`src/rtl/load_unit_cache_controller.sv`:
```
// Load-side cache controller: serves loads from cache port 1, refills missing
// blocks (evicting a dirty victim first) and bypasses the cache for
// non-cachable addresses. Results are byte/half/word aligned and extended.
module load_unit_cache_controller #(
    parameter int ADDR_WIDTH  = 32,
    parameter int PORT_WIDTH  = 32,
    parameter int WAYS_NUMBER = 4,
    parameter int BLOCK_WORDS = 4
) (
    input  logic                    clk_i,
    input  logic                    rst_n_i,
    input  logic                    kill_i,
    input  logic                    load_read_i,
    input  logic [ADDR_WIDTH-1:0]   load_address_i,
    input  logic                    load_cachable_i,
    input  logic [1:0]              load_width_i,
    input  logic                    load_signed_i,
    output logic [PORT_WIDTH-1:0]   load_data_o,
    output logic                    load_valid_o,
    output logic                    idle_o,
    output logic                    port1_request_o,
    input  logic                    cache_port1_granted_i,
    output logic                    cache_read_o,
    output logic                    cache_write_o,
    output logic [ADDR_WIDTH-3:0]   cache_address_o,
    output logic [3:0]              cache_enable_o,
    output logic [WAYS_NUMBER-1:0]  cache_enable_way_o,
    output logic [PORT_WIDTH-1:0]   cache_data_o,
    output logic                    cache_valid_o,
    output logic                    cache_dirty_o,
    input  logic                    cache_hit_i,
    input  logic [WAYS_NUMBER-1:0]  cache_way_valid_i,
    input  logic [WAYS_NUMBER-1:0]  cache_way_dirty_i,
    input  logic [PORT_WIDTH-1:0]   cache_data_i,
    output logic                    memory_evict_o,
    output logic [WAYS_NUMBER-1:0]  memory_evict_way_o,
    input  logic                    memory_evict_done_i,
    output logic                    memory_request_o,
    input  logic                    memory_acknowledge_i,
    output logic [ADDR_WIDTH-1:0]   memory_address_o,
    input  logic [PORT_WIDTH-1:0]   memory_data_i,
    input  logic                    memory_data_valid_i,
    output logic                    memory_ready_o
);

    localparam int WSEL = $clog2(BLOCK_WORDS);
    localparam int VW   = (WAYS_NUMBER > 1) ? $clog2(WAYS_NUMBER) : 1;

    typedef enum logic [2:0] {
        IDLE,
        COMPARE_TAG,
        EVICT,
        MEM_REQUEST,
        REFILL,
        WAIT_WORD
    } state_t;

    state_t                  state_q, state_d;
    logic [ADDR_WIDTH-1:0]   addr_q, addr_d;
    logic [1:0]              width_q, width_d;
    logic                    signed_q, signed_d;
    logic                    cachable_q, cachable_d;
    logic [WAYS_NUMBER-1:0]  victim_q, victim_d;
    logic [VW-1:0]           rr_q, rr_d;
    logic [WSEL-1:0]         word_cnt_q, word_cnt_d;
    logic                    kill_pending_q, kill_pending_d;
    logic [PORT_WIDTH-1:0]   load_data_q, load_data_d;
    logic                    load_valid_q, load_valid_d;

    logic [WAYS_NUMBER-1:0]  invalid_onehot;
    logic [WAYS_NUMBER-1:0]  rr_onehot;
    logic [WAYS_NUMBER-1:0]  miss_victim;

    // Pick the requested byte/half/word lane and extend it to the port width.
    function automatic logic [PORT_WIDTH-1:0] align_word(
        input logic [PORT_WIDTH-1:0] w,
        input logic [1:0]            bsel,
        input logic [1:0]            width,
        input logic                  sgn
    );
        logic [7:0]  b;
        logic [15:0] h;
        b = w[{bsel, 3'b000} +: 8];
        h = w[{bsel[1], 4'b0000} +: 16];
        case (width)
            2'd0:    return {{(PORT_WIDTH-8){sgn & b[7]}}, b};
            2'd1:    return {{(PORT_WIDTH-16){sgn & h[15]}}, h};
            default: return w;
        endcase
    endfunction

    // Victim choice on a miss: lowest invalid way first, otherwise round-robin.
    always_comb begin
        invalid_onehot = '0;
        for (int i = WAYS_NUMBER - 1; i >= 0; i--) begin
            if (!cache_way_valid_i[i]) begin
                invalid_onehot    = '0;
                invalid_onehot[i] = 1'b1;
            end
        end
        rr_onehot        = '0;
        rr_onehot[rr_q]  = 1'b1;
        miss_victim      = (|(~cache_way_valid_i)) ? invalid_onehot : rr_onehot;
    end

    // Next-state and output decode for the load transaction sequence.
    always_comb begin
        state_d            = state_q;
        addr_d             = addr_q;
        width_d            = width_q;
        signed_d           = signed_q;
        cachable_d         = cachable_q;
        victim_d           = victim_q;
        rr_d               = rr_q;
        word_cnt_d         = word_cnt_q;
        kill_pending_d     = kill_pending_q;
        load_data_d        = load_data_q;
        load_valid_d       = 1'b0;
        port1_request_o    = 1'b0;
        cache_read_o       = 1'b0;
        cache_write_o      = 1'b0;
        cache_address_o    = '0;
        cache_enable_o     = 4'b0000;
        cache_enable_way_o = '0;
        cache_data_o       = '0;
        cache_valid_o      = 1'b0;
        cache_dirty_o      = 1'b0;
        memory_evict_o     = 1'b0;
        memory_evict_way_o = '0;
        memory_request_o   = 1'b0;
        memory_address_o   = '0;
        memory_ready_o     = 1'b0;

        case (state_q)
            IDLE: begin
                port1_request_o = load_read_i & load_cachable_i;
                cache_address_o = load_address_i[ADDR_WIDTH-1:2];
                kill_pending_d  = 1'b0;
                word_cnt_d      = '0;
                if (load_read_i && !kill_i) begin
                    if (!load_cachable_i || cache_port1_granted_i) begin
                        addr_d     = load_address_i;
                        width_d    = load_width_i;
                        signed_d   = load_signed_i;
                        cachable_d = load_cachable_i;
                    end
                    if (!load_cachable_i) begin
                        state_d = MEM_REQUEST;
                    end else if (cache_port1_granted_i) begin
                        cache_read_o   = 1'b1;
                        cache_enable_o = 4'b1111;
                        state_d        = COMPARE_TAG;
                    end
                end
            end
            COMPARE_TAG: begin
                if (kill_i) begin
                    state_d = IDLE;
                end else if (cache_hit_i) begin
                    load_data_d  = align_word(cache_data_i, addr_q[1:0], width_q, signed_q);
                    load_valid_d = 1'b1;
                    state_d      = IDLE;
                end else begin
                    victim_d = miss_victim;
                    rr_d     = (rr_q == VW'(WAYS_NUMBER - 1)) ? '0 : rr_q + 1'b1;
                    state_d  = (|(miss_victim & cache_way_valid_i & cache_way_dirty_i))
                               ? EVICT : MEM_REQUEST;
                end
            end
            EVICT: begin
                memory_evict_o     = 1'b1;
                memory_evict_way_o = victim_q;
                if (kill_i) kill_pending_d = 1'b1;
                if (memory_evict_done_i) state_d = MEM_REQUEST;
            end
            MEM_REQUEST: begin
                memory_request_o = 1'b1;
                memory_address_o = cachable_q
                                   ? {addr_q[ADDR_WIDTH-1:WSEL+2], {(WSEL+2){1'b0}}}
                                   : {addr_q[ADDR_WIDTH-1:2], 2'b00};
                if (kill_i) kill_pending_d = 1'b1;
                if (memory_acknowledge_i) state_d = cachable_q ? REFILL : WAIT_WORD;
            end
            REFILL: begin
                port1_request_o = 1'b1;
                memory_ready_o  = cache_port1_granted_i;
                cache_address_o = {addr_q[ADDR_WIDTH-1:WSEL+2], word_cnt_q};
                if (kill_i) kill_pending_d = 1'b1;
                if (cache_port1_granted_i && memory_data_valid_i) begin
                    cache_write_o      = 1'b1;
                    cache_enable_o     = 4'b1111;
                    cache_enable_way_o = victim_q;
                    cache_data_o       = memory_data_i;
                    cache_valid_o      = 1'b1;
                    cache_dirty_o      = 1'b0;
                    if (word_cnt_q == addr_q[WSEL+1:2]) begin
                        load_data_d = align_word(memory_data_i, addr_q[1:0], width_q, signed_q);
                    end
                    word_cnt_d = word_cnt_q + 1'b1;
                    if (word_cnt_q == WSEL'(BLOCK_WORDS - 1)) begin
                        load_valid_d = !(kill_pending_q | kill_i);
                        state_d      = IDLE;
                    end
                end
            end
            WAIT_WORD: begin
                memory_ready_o = 1'b1;
                if (kill_i) kill_pending_d = 1'b1;
                if (memory_data_valid_i) begin
                    load_data_d  = align_word(memory_data_i, addr_q[1:0], width_q, signed_q);
                    load_valid_d = !(kill_pending_q | kill_i);
                    state_d      = IDLE;
                end
            end
            default: state_d = IDLE;
        endcase
    end

    // State and result registers, cleared by the asynchronous reset.
    always_ff @(posedge clk_i or negedge rst_n_i) begin
        if (!rst_n_i) begin
            state_q        <= IDLE;
            addr_q         <= '0;
            width_q        <= 2'd0;
            signed_q       <= 1'b0;
            cachable_q     <= 1'b0;
            victim_q       <= '0;
            rr_q           <= '0;
            word_cnt_q     <= '0;
            kill_pending_q <= 1'b0;
            load_data_q    <= '0;
            load_valid_q   <= 1'b0;
        end else begin
            state_q        <= state_d;
            addr_q         <= addr_d;
            width_q        <= width_d;
            signed_q       <= signed_d;
            cachable_q     <= cachable_d;
            victim_q       <= victim_d;
            rr_q           <= rr_d;
            word_cnt_q     <= word_cnt_d;
            kill_pending_q <= kill_pending_d;
            load_data_q    <= load_data_d;
            load_valid_q   <= load_valid_d;
        end
    end

    assign load_data_o  = load_data_q;
    assign load_valid_o = load_valid_q;
    assign idle_o       = (state_q == IDLE);

endmodule

```
`config.mk`:
```
export PLATFORM = sky130hd
export DESIGN_NAME = load_unit_cache_controller
export DESIGN_NICKNAME = d
export VERILOG_FILES = /design/src/rtl/load_unit_cache_controller.sv
export SDC_FILE = /design/constraint.sdc
export NUM_CORES = 1
export LEC_CHECK = 0
export CORE_MARGIN = 4
export CORE_UTILIZATION = 43
export DETAILED_ROUTE_END_ITERATION = 16
export GPL_TIMING_DRIVEN = 0
export HOLD_SLACK_MARGIN = 0.05
export PLACE_DENSITY = 0.95
export SYNTH_ARGS = -nofsm -noshare
export SYNTH_HDL_FRONTEND = slang
export SYNTH_SLANG_ARGS = --single-unit
```
`constraint.sdc`:
```
create_clock -name clk_i -period 2.3 [get_ports clk_i]
set_input_delay 0.46 -clock clk_i [delete_from_list [all_inputs] [get_ports clk_i]]
set_output_delay 0.46 -clock clk_i [all_outputs]
set_load 0.05 [all_outputs]
```
==> reports/results.ini <==
[drt]
drt-initial-drc-count=834
ant_nets=0
post-route-drc-count=0
finalWirelength_um=26230
route.detailed.wl_per_inst_um=24.04
dr.pass1.iters=6
via_per_inst=6.141
via_count=6700

[synth]
ys_warn_count=0
synth_edf_count=0
syn_area_per_cell_um2=9.514
seq_area_frac_synth=0.3516
synth-main-ff-cell=dfrtp_1
netlist_instances=606
synthArstFlopShare=1.000
ys_types=54
yosys_register_bits=81
syn-cell-area_um2=5766

[clocking]
numCtsBuffers=9
cts-root-buf=clkbuf_16
htreeDepth=3
cts_sinks=81
clk_latency_ns=0.35
holdBufCountCts=0
ctsLongestPathBuffers=2
cts_tree=yes
clkTransAtPathRegs_ns=0.06

[global_route]
grt_pass1_vias=6585
grt_max_degree=47
gr-total-overflow=0
grtUsageTotal=0.3119
antenna_found_initial=1
gr-usage-met2=0.5404
grt_use_met1=0.3342
top_usage_layer=met2
grt_pass1_wl_um=36090
grt_util_met3=0.09310

[placement]
gp_congestion=0.9602
hpwl_um=17710
io_buffer_count=261
pre_cts_slack_ns=-1.303
dp.cells=1046

[die]
core_area_um2=13190
fp-row-count=42
die_w_um=123.8
die_h_um=123.8
die_area_um2=15330
initial_core_util=0.4371
ios=265

[final_layout]
drive_gt1_frac=0.3301
layout_common_cells=146 x clkdlybuf4s50_1, 81 x dfrtp_1, 65 x buf_6
multi_input_area_um2=3497
regArea_um2=2027
fin_util=0.7451
finalNonFillerCells=1091
fillers=844
diodes=0
area_delta_synth_final_pct=70.46
fin_nets=1033
final_common_cell=clkdlybuf4s50_1

[sta]
rsz0062_at_grt=yes
fin_crit_ns=2.480
slew_headroom=0.5925
finalSetupViolations=71
hold_viol=0
tightest_slew_ns=0.6113
timing.final.ws_setup_ns=-0.1802
drv_slew=0
fin_setup_tns_ns=-8.967
fin_crit_sh=1.078
clock_skew_ns=0.006717
fmax_mhz=403.2

[setup_path]
endpoint_kind=output port
worst_ep_required_time_ns=1.84
critPathKind=reg2out
crit_arrival_ns=2.02
startpoint_type=flop
crit_fanout=5

[power]
power_leakage_nw=4.597
power_mw=13.69
ir_drop_v=0.0009509
p_per_area_nw_per_um2=1393

[flow_run]
cap_violations=0

[outcome]
violations=setup timing
run_status=complete, but fails checks

[hold_path]
hold_class=in2async

==> logic make-up after synthesis <==
logic type	after synthesis	synth area share
AO/OA/AOI/OAI	190	0.2578
AND/OR/NAND/NOR	188	0.1836
flip-flops	81	0.3516
buffers and inverters	80	0.07704
multiplexers	59	0.1154
adder cells (fa/ha/maj)	5	0.01085
XOR/XNOR	2	0.003039
other	1	0.0006504
==> area by class of cell <==
cell class | instances | share of cell area
well taps | 176 | 0.02241
clock inverters | 3 | 0.004074
inverters | 15 | 0.006111
plain buffers | 60 | 0.05054
clock buffers | 12 | 0.02610
repair buffers | 296 | 0.3287
multi-input cells | 448 | 0.3558
flip-flops and latches | 81 | 0.2062
==> repair_timing <==
item | CTS | global route
gates resized for setup | 813 | 103
endpoints found under the hold margin | 0 | 0
buffers inserted | 18 | 13
cloned | 3 | 3
pin swaps | 29 | 11
setup endpoints to repair | 112 | 116
==> Yosys cell counts, types with 14 or more instances <==
| cell type | n | area, µm² |
|---|---|---|
| a21o_1 | 31 | 232.7 |
| a21oi_1 | 32 | 160.2 |
| a221oi_1 | 22 | 192.7 |
| a221oi_2 | 15 | 225.2 |
| a22o_1 | 32 | 280.3 |
| and2_1 | 38 | 237.7 |
| and3_1 | 35 | 219.0 |
| buf_2 | 19 | 95.09 |
| clkbuf_1 | 24 | 90.09 |
| dfrtp_1 | 81 | 2027 |
| inv_1 | 14 | 52.55 |
| mux2_1 | 20 | 225.2 |
| mux2_2 | 17 | 191.4 |
| mux2i_1 | 19 | 190.2 |
| nand2_1 | 46 | 172.7 |
| nor2_1 | 22 | 82.58 |
| nor2b_1 | 16 | 100.1 |
| o22ai_1 | 18 | 112.6 |
==> report_power, final <==
group / switching, mW / internal (mW) / leakage, nW / total [mW]
combinational: 5.68 / 3.85 / 3.45 / 9.52
sequential: 0.557 / 2.11 / 1.00 / 2.67
clock: 0.608 / 0.892 / 0.148 / 1.50
==> critical path, stage by stage, from the launching register on <==
cell and delay, ns:
dfrtp_1 0.40, buf_6 0.13, nor3b_4 0.23, and3_4 0.25, buf_12 0.11, clkbuf_16 0.13, buf_8 0.13, and2_4 0.16
buf_8 0.14
==> routing by layer <==
metal,wire length [µm],vias up,part of all wire
met1,8563,3154,0.33
met4,1668,2,0.064
met3,3168,135,0.12
met2,12810,556,0.49
li1,-,2853,-
met5,13,-,0.00050
==> stage by stage <==
stage / area [µm²] / hold slack (ns)
finish: 9828 / 0.08802
global route: 9828 / 0.1237
CTS: 9454 / 0.1012
detailed placement: 8677 / 0.4665
global placement: 8652 / 0.4598
floorplan: 5819 / 0.1644
==> final timing paths <==
check | from | cells after the start | slack [ns] | endpoint
setup / recovery | state_q[1] | 8 | -0.18 | cache_data_o[0]
hold / removal | rst_n_i | 1 | 0.09 | load_data_o[29]
setup reg to reg | state_q[1] | 10 | 0.11 | load_data_o[10]
hold reg to reg | load_data_o[23] | 1 | 0.48 | load_data_o[23]
max in group asynchronous | rst_n_i | 2 | 1.57 | cachable_q
min in group clk_i | load_data_o[23] | 1 | 0.48 | load_data_o[23]
==> sequential cells by signal (all words and copies together), names as in the netlist, 2 cells and up <==
signal       flops
word_cnt_q       2
addr_q          32
state_q          3
rr_q             2
load_data_o     32
width_q          2
victim_q         4
No activity file was read; power rests on OpenSTA's default activity.
